File: config.mk
export PLATFORM = sky130hd
export DESIGN_NAME = cpu_traffic_gen
export DESIGN_NICKNAME = d
export VERILOG_FILES = /design/src/rtl/cpu_traffic_gen.sv
export SDC_FILE = /design/constraint.sdc
export NUM_CORES = 1
export LEC_CHECK = 0
export CAP_MARGIN = 20
export CORE_AREA = 3 3 114 116
export DETAILED_ROUTE_END_ITERATION = 6
export DIE_AREA = 0 0 117 119
export PLACE_DENSITY = 0.79
export RECOVER_POWER = 100
export SKIP_LAST_GASP = 1
export SYNTH_ARGS = -nofsm -noshare
export SYNTH_HDL_FRONTEND = slang
export SYNTH_SLANG_ARGS = --single-unit
File: constraint.sdc
create_clock -name clk -period 3.09 [get_ports clk]
set_input_delay 0.618 -clock clk [delete_from_list [all_inputs] [get_ports clk]]
set_output_delay 0.618 -clock clk [all_outputs]
set_load 0.005 [all_outputs]
File: src/rtl/cpu_traffic_gen.sv
// CPU-side request generator for cache/memory bring-up: LFSR-random or sequential
// write/readback requests paced on ack. Define CPU_TG_TIMEOUT_EN to add the ack watchdog.
module cpu_traffic_gen #(
  parameter int                ADDR_W    = 16,
  parameter int                DATA_W    = 32,
  parameter int                BE_W      = DATA_W / 8,
  parameter logic [ADDR_W-1:0] ADDR_MASK = 16'hFFFF,
  parameter logic [31:0]       SEED      = 32'hACE12345,
  parameter int                GAP       = 4
`ifdef CPU_TG_TIMEOUT_EN
  , parameter int              TIMEOUT_CYC = 1024
`endif
) (
  input  logic              clk,
  input  logic              reset,
  input  logic              start,
  input  logic              mode,
  input  logic [15:0]       req_count,
  input  logic              ack,
  output logic [ADDR_W-1:0] addr,
  output logic              wr,
  output logic              rd,
  output logic [DATA_W-1:0] wdata,
  output logic [BE_W-1:0]   bval,
  output logic              busy,
  output logic              done,
  output logic [15:0]       issued,
  output logic              timeout_err
);

  localparam logic [31:0] LFSR_POLY = 32'h80200003;
  localparam int          GAP_W     = (GAP > 1) ? $clog2(GAP) : 1;

  typedef enum logic [1:0] {ST_IDLE, ST_GAP, ST_REQ, ST_FIN} state_t;

  state_t              state;
  logic [31:0]         lfsr;
  logic [31:0]         lfsr_next;
  logic [ADDR_W-1:0]   seq_addr;
  logic [ADDR_W-1:0]   seq_cur;
  logic [ADDR_W-1:0]   seq_next;
  logic [ADDR_W:0]     seq_sum;
  logic [2*ADDR_W-1:0] seq_pat;
  logic                seq_rd;
  logic [GAP_W-1:0]    gap_cnt;
  logic                mode_q;
  logic [15:0]         count_q;
  logic [DATA_W-1:0]   rnd_wdata;
  logic [DATA_W-1:0]   seq_wdata;
  logic [BE_W-1:0]     rnd_bval;

`ifdef CPU_TG_TIMEOUT_EN
  localparam int TO_W = $clog2(TIMEOUT_CYC + 1);
  logic [TO_W-1:0] wd_cnt;
  logic            timeout_q;
  assign timeout_err = timeout_q;
`else
  assign timeout_err = 1'b0;
`endif

  // Candidate next request for both modes; the FSM picks one when leaving GAP.
  always_comb begin
    lfsr_next = (lfsr >> 1) ^ (lfsr[0] ? LFSR_POLY : 32'h0);
    seq_cur   = seq_addr & ADDR_MASK;
    seq_pat   = {seq_cur, ~seq_cur};
    seq_sum   = {1'b0, seq_addr} + (ADDR_W+1)'(BE_W);
    seq_next  = (seq_sum > {1'b0, ADDR_MASK}) ? '0 : seq_sum[ADDR_W-1:0];
    for (int i = 0; i < DATA_W; i++) begin
      rnd_wdata[i] = lfsr[i % 32];
      seq_wdata[i] = seq_pat[i % (2*ADDR_W)];
    end
    rnd_bval = BE_W'(lfsr[0]) << (int'(lfsr[31:24]) % BE_W);
  end

  always_ff @(posedge clk or negedge reset) begin
    if (!reset) begin
      state    <= ST_IDLE;
      lfsr     <= SEED;
      seq_addr <= '0;
      seq_rd   <= 1'b0;
      gap_cnt  <= '0;
      mode_q   <= 1'b0;
      count_q  <= '0;
      addr     <= '0;
      wr       <= 1'b0;
      rd       <= 1'b0;
      wdata    <= '0;
      bval     <= '0;
      busy     <= 1'b0;
      done     <= 1'b0;
      issued   <= '0;
`ifdef CPU_TG_TIMEOUT_EN
      wd_cnt    <= '0;
      timeout_q <= 1'b0;
`endif
    end else begin
      done <= 1'b0;
      case (state)
        ST_IDLE: begin
          if (start) begin
            mode_q  <= mode;
            count_q <= req_count;
            issued  <= '0;
            busy    <= 1'b1;
            seq_rd  <= 1'b0;
            gap_cnt <= '0;
`ifdef CPU_TG_TIMEOUT_EN
            timeout_q <= 1'b0;
`endif
            if (req_count == 16'd0) begin
              state <= ST_FIN;
              done  <= 1'b1;
            end else begin
              state <= ST_GAP;
            end
          end
        end
        ST_GAP: begin
          if (gap_cnt == GAP_W'(GAP - 1)) begin
            gap_cnt <= '0;
            state   <= ST_REQ;
`ifdef CPU_TG_TIMEOUT_EN
            wd_cnt  <= '0;
`endif
            if (!mode_q) begin
              addr  <= lfsr[ADDR_W:1] & ADDR_MASK;
              wr    <= lfsr[0];
              rd    <= ~lfsr[0];
              wdata <= rnd_wdata;
              bval  <= rnd_bval;
              lfsr  <= lfsr_next;
            end else begin
              // Write then read back the same address; advance only after the read.
              addr   <= seq_cur;
              wr     <= ~seq_rd;
              rd     <= seq_rd;
              wdata  <= seq_wdata;
              bval   <= seq_rd ? '0 : '1;
              seq_rd <= ~seq_rd;
              if (seq_rd) seq_addr <= seq_next;
            end
          end else begin
            gap_cnt <= gap_cnt + 1'b1;
          end
        end
        ST_REQ: begin
          if (ack) begin
            wr     <= 1'b0;
            rd     <= 1'b0;
            bval   <= '0;
            issued <= issued + 16'd1;
            if (issued + 16'd1 == count_q) begin
              state <= ST_FIN;
              done  <= 1'b1;
            end else begin
              state <= ST_GAP;
            end
          end
`ifdef CPU_TG_TIMEOUT_EN
          else if (wd_cnt == TO_W'(TIMEOUT_CYC - 1)) begin
            wr        <= 1'b0;
            rd        <= 1'b0;
            bval      <= '0;
            timeout_q <= 1'b1;
            state     <= ST_FIN;
            done      <= 1'b1;
          end else begin
            wd_cnt <= wd_cnt + 1'b1;
          end
`endif
        end
        ST_FIN: begin
          busy  <= 1'b0;
          state <= ST_IDLE;
        end
        default: state <= ST_IDLE;
      endcase
    end
  end

endmodule

==> results.json <==
{
  "status": "finished with violations",
  "failed_checks": "max-capacitance violations, max-slew violations",
  "required_ns": 3.39,
  "dp_hpwl_um": 10810,
  "hold_path_class": "register to register",
  "dieWidth_um": 117,
  "p_per_area_nw_per_um2": 742.8,
  "placedCellCount": 856,
  "fin_area_um2": 8165,
  "power_switching_mw": 1.870,
  "postCtsSetupBuffers": 0,
  "drtIter0Drc": 262,
  "die-area_um2": 13920,
  "num_io_pins": 94,
  "ys_ff_latch": 140,
  "dr.pass1.iters": 4,
  "grt_pass1_vias": 5101,
  "syn-num-nets": 669,
  "r2r_start": "issued[0]$_DFFE_PN0P_",
  "start_util_pct": 55.20,
  "cts_resized": 0,
  "fin_setup_tns_ns": 0,
  "antenna_cells": 0,
  "drive_gt1_share_pct": 14.30,
  "syn-cell-area_um2": 6630,
  "antenna_found_initial": 0,
  "std_cell_rows": 40,
  "avgSynthCellArea_um2": 10.28,
  "grt_setup_unrepaired": "no",
  "cts_root_buffer": "clkbuf_16",
  "route.detailed.drc": 0,
  "fillerInstances": 909,
  "die_y_um": 119,
  "drtAntennaViolNets": 0,
  "area_delta_synth_final_pct": 23.16,
  "io_buffer_count": 92,
  "layout_common_cells": "dfrtp_1, nand2_1, o21ai_0",
  "wirelength_um": 15400,
  "via_count": 5101,
  "vias_per_cell": 5.744,
  "tritoncts": "built",
  "critPathCapture": "state[1]$_DFFE_PN0P_",
  "grt_overflow": 0,
  "p_comb_share_pct": 24.9,
  "instances_no_fill": 888,
  "critPathLaunch": "issued[0]$_DFFE_PN0P_",
  "min_period_ns": 2.596,
  "finalHoldViolCount": 0,
  "hold_buffers": 0,
  "r2r_end": "state[1]$_DFFE_PN0P_",
  "reg2reg_slack_ns": 0.49,
  "crit_type": "register to register",
  "fin_nets": 752,
  "fin_skew_ns": 0.005848,
  "syn_inst": 645,
  "postPlaceCellArea_um2": 7641,
  "cp_max_fo": 12,
  "clkPwrFrac_pct": 32.6,
  "synth-edff-count": 0,
  "crit_path_end_kind": "register",
  "synth_ff_type": "dfrtp_1",
  "setup_violations": 0,
  "worst_slack_ns": 0.4935,
  "relSlewSlack_pct": -6.582,
  "grt_pass1_wl_um": 25810,
  "p_leak_nw": 3.641,
  "startpoint_type": "register",
  "clk_latency_ns": 0.42,
  "p_seq_share_pct": 42.5,
  "grt_use_total_pct": 23.75,
  "slew_viol_final": 65,
  "internal_power_mw": 4.195,
  "wl_per_cell_um": 17.34,
  "yosysSeqAreaShare_pct": 53.10,
  "maxCapViolCount": 1,
  "max-clock-path-buffers": 2,
  "ys_warn_count": 0,
  "fin_crit_sh_pct": 84.03,
  "grt_max_degree": 97,
  "core_um2": 12010,
  "finalWeightedCongestion": 0.8725,
  "reg2regPathDepth": 6,
  "path_clk_slew_ns": 0.06,
  "cp.arrival_ns": 2.90,
  "yosysUniqueCellTypes": 58,
  "async_flop_share_pct": 100.0,
  "fin_util_pct": 67.98,
  "irDropWorstVdd_uv": 460.1,
  "cts_buffers": 17,
  "tightest_slew_ns": 1.599,
  "cts.sinks": 140,
  "switching_share_pct": 30.83,
  "layout_commonest_cell": "dfrtp_1",
  "place_ws_ns": 0.5332,
  "htree_levels": 4,
  "max_freq_ghz": 0.3851
}
-- stage by stage --
step / hold WS [ns] / total power, mW
2_1_floorplan: 0.3224 / 3.508
3_5_place_dp: 0.4717 / 4.203
6_report: 0.4729 / 6.065
5_1_grt: 0.5017 / 6.411
3_3_place_gp: 0.4597 / 4.137
4_1_cts: 0.2077 / 6.190
-- worst max-delay path, cell delays in order (launching register included) --
cell and delay (ns):
dfrtp_1 0.45, ha_1 0.25, nand3_1 0.34, or4_1 0.64, a221oi_2 0.27, o2111ai_1 0.17
o41ai_1 0.36
-- cells in the mapped netlist, types with 10 or more instances --
master | number | share of area [%]
a21oi_1 | 37 | 2.8
o21ai_0 | 83 | 6.3
mux2_2 | 46 | 7.8
nor2_1 | 31 | 1.8
nor4_1 | 12 | 1.1
nand3_1 | 10 | 0.75
mux2i_1 | 15 | 2.3
xnor2_1 | 26 | 3.4
nor2b_1 | 17 | 1.6
dfstp_2 | 14 | 5.5
inv_1 | 20 | 1.1
dfrtp_1 | 126 | 48
nand2_1 | 92 | 5.2
clkbuf_1 | 24 | 1.4
-- cell families after synthesis --
family	after synthesis	share of synthesized area (%)
AOI/OAI and AO/OA	154	13.47
xor gates and xnor gates	32	4.661
adders and majority gates	3	0.5662
buffers and inverters	57	3.831
DFF	140	53.10
muxes	61	10.08
other	1	0.05656
and+or+nand+nor	197	14.23
-- registers in the layout, indices dropped and copies added (netlist names), 2 cells and up --
name      count
lfsr         32
wdata        32
addr         16
count_q      16
issued       16
seq_addr     14
bval          4
gap_cnt       2
state         2
-- worst min path at each step --
stage	from	endpoint	slack (ns)	cells after the start
4_1_cts	reset	wdata[25]$_DFFE_PN0P_	0.21	1
3_5_place_dp	wdata[24]$_DFFE_PN0P_	wdata[24]$_DFFE_PN0P_	0.47	2
6_report	addr[8]$_DFFE_PN0P_	addr[8]$_DFFE_PN0P_	0.47	2
2_1_floorplan	reset	addr[0]$_DFFE_PN0P_	0.32	0
3_3_place_gp	wdata[0]$_DFFE_PN0P_	wdata[0]$_DFFE_PN0P_	0.46	2
5_1_grt	wdata[27]$_DFFE_PN0P_	wdata[27]$_DFFE_PN0P_	0.50	2
-- area by class of cell --
cell class	count	area (µm²)	area share, %
Sequential cell	140	3521	43.12
Multi-Input combinational cell	448	2844	34.83
Timing Repair Buffer	101	963.4	11.80
Clock buffer	20	456.7	5.593
Tap cell	147	183.9	2.253
Clock inverter	12	121.4	1.486
Inverter	20	75.07	0.9194
-- power groups by stage --
| stage | Clock (mW) | Combinational [mW] | Sequential (mW) |
|---|---|---|---|
| 6_report | 1.97 | 1.51 | 2.58 |
| 3_5_place_dp | 0 | 1.59 | 2.61 |
| 2_1_floorplan | 0 | 1.06 | 2.45 |
| 5_1_grt | 2.08 | 1.69 | 2.64 |
| 3_3_place_gp | 0 | 1.55 | 2.58 |
| 4_1_cts | 2.00 | 1.60 | 2.59 |
-- routing by layer --
metal | track usage, % | share of wire, % | vias up
met5 | 0 | 0 | -
met4 | 7.455 | 1.5 | 0
met3 | 6.250 | 5.9 | 19
met2 | 38.48 | 50 | 155
met1 | 31.11 | 43 | 2491
li1 | - | - | 2436
No activity file was read; power rests on OpenSTA's default activity.
==> edit: new RTL, same settings <==
Set the parameter `ADDR_W` to 17 (it was 16).
--- a/src/rtl/cpu_traffic_gen.sv
+++ b/src/rtl/cpu_traffic_gen.sv
@@ -1,7 +1,7 @@
 // CPU-side request generator for cache/memory bring-up: LFSR-random or sequential
 // write/readback requests paced on ack. Define CPU_TG_TIMEOUT_EN to add the ack watchdog.
 module cpu_traffic_gen #(
-  parameter int                ADDR_W    = 16,
+  parameter int                ADDR_W    = 17,
   parameter int                DATA_W    = 32,
   parameter int                BE_W      = DATA_W / 8,
   parameter logic [ADDR_W-1:0] ADDR_MASK = 16'hFFFF,
Ports: changed (resized addr); port bits go from 94 to 95. No check against the original RTL was run, so the function may have changed too.
==> edit against the unedited design <==
- the run still ends with capacitance limit, slew limit left
- global-route usage up 1.8 points
- critical path type unchanged
- wire length grew 8.8%
- highest routed layer unchanged
- design area up 2.1%
- worst setup slack worse by 40 ps
- sequential share of layout area is 0.59 points lower
- critical endpoint is now seq_addr[4]
- fmax is 1.5% lower
- sequential cell count grew 1
- total power grew 3.6%
- synthesized area is 1.8% higher
==> edit: results (changes against the unedited design) <==
status: "complete, but fails checks"
violations: "capacitance limit, slew limit"
yosys-top-cells-area: "dfrtp_1 47%, mux2_2 7.3%, o21ai_0 5.6%"
cp_max_fo: 52  # +40
route.met2.wl_um: 7960  # +3.7%
nFillCells: 924  # +1.7%
drv_slew: 81  # +25%
p_leak_uw: 0.00372  # +2.1%
yosysSeqAreaShare_pct: 52.5  # -0.56 points
worstSetupStartpoint: "mode_q"
slew-limit-headroom_pct: -30.5  # -24 points
placed_area_mm2: 0.00778  # +1.8%
wl_met1_um: 7500  # +14%
power_frac_comb_pct: 25.1  # +0.2 points
nets: 771  # +2.5%
grt_use_met2_pct: 39.1  # +0.60 points
critPathArrivalTime_ps: 2920  # +20 ps
power_frac_clock_pct: 34.0  # +1.4 points
wl_met3_um: 982  # +8.0%
drt-initial-drc-count: 348  # +33%
dp_cells: 874  # +2.1%
place_congestion: 0.909  # +4.1%
timing.rr.end: "seq_addr[4]"
hpwlAfterDp_um: 11700  # +8.3%
numCtsBuffers: 17  # unchanged
endpoint: "seq_addr[4]"
hold_ws_ps: 469  # -3.53 ps
power_density_mw_per_mm2: 754  # +1.5%
rrSetupSlack_ps: 450  # -40 ps
synth.distinct_cells: 61  # +5.2%
use_met3_pct: 6.50  # +0.25 points
cap_viol_max_count: 1  # unchanged
wl_per_cell_um: 18.5  # +6.6%
r2r_cells: 4  # -2
p_sw_uw: 1980  # +6.1%
grt_start_max_net_pins: 81  # -16%
finalCriticalPeriod_ps: 2640  # +40.1 ps
fin_cells: 906  # +2.0%
pre_cts_ws_ps: 725  # +192 ps
avgSynthCellArea_um2: 10.2  # -0.37%
grt_pass1_wl_um: 27600  # +7.0%
min_from: "wdata[5]"
grt_pass1_vias: 5329  # +4.5%
fin_skew_ps: 6.32  # +0.468 ps
critPathMaxStageDelay_ps: 900  # +260 ps
cpMaxStageDelayCell: "clkbuf_2"
vdd_drop_max_v: 0.000494  # +7.3%
viasPerCell: 5.80  # +0.93%
synthToLayoutAreaGrowth_pct: 23.5
[edit: cell count changes after synthesis, moves of 4 or more]
cell / delta
a21oi_1: +7
inv_1: +6
nand2_1: -12
nand2b_1: +5
nor2_1: +12
nor4_1: -5
o21ai_0: -8
o22ai_1: +4
or3_1: +4
xor2_1: +4
[edit: layout make-up]
type / instances / share of cell area [%]
flip-flops and latches: 141 / 42.5
well taps: 147 / 2.21
clock buffers: 20 / 5.48
clock inverters: 12 / 1.92
repair buffers: 105 / 11.9
inverters: 26 / 1.17
multi-input cells: 455 / 34.8
[edit: cell families (layout without fill, tap and decap cells)]
family / Yosys count / after routing / synth area share, %
DFF: 141 / 141 / 52.5
AOI/OAI and AO/OA: 156 / 156 / 13.5
buffers and inverters: 64 / 163 / 4.50
adders and majority gates: 4 / 4 / 0.742
xor gates and xnor gates: 32 / 32 / 4.38
and+or+nand+nor: 201 / 201 / 14.6
muxes: 60 / 60 / 9.71
other: 1 / 2 / 0.0556
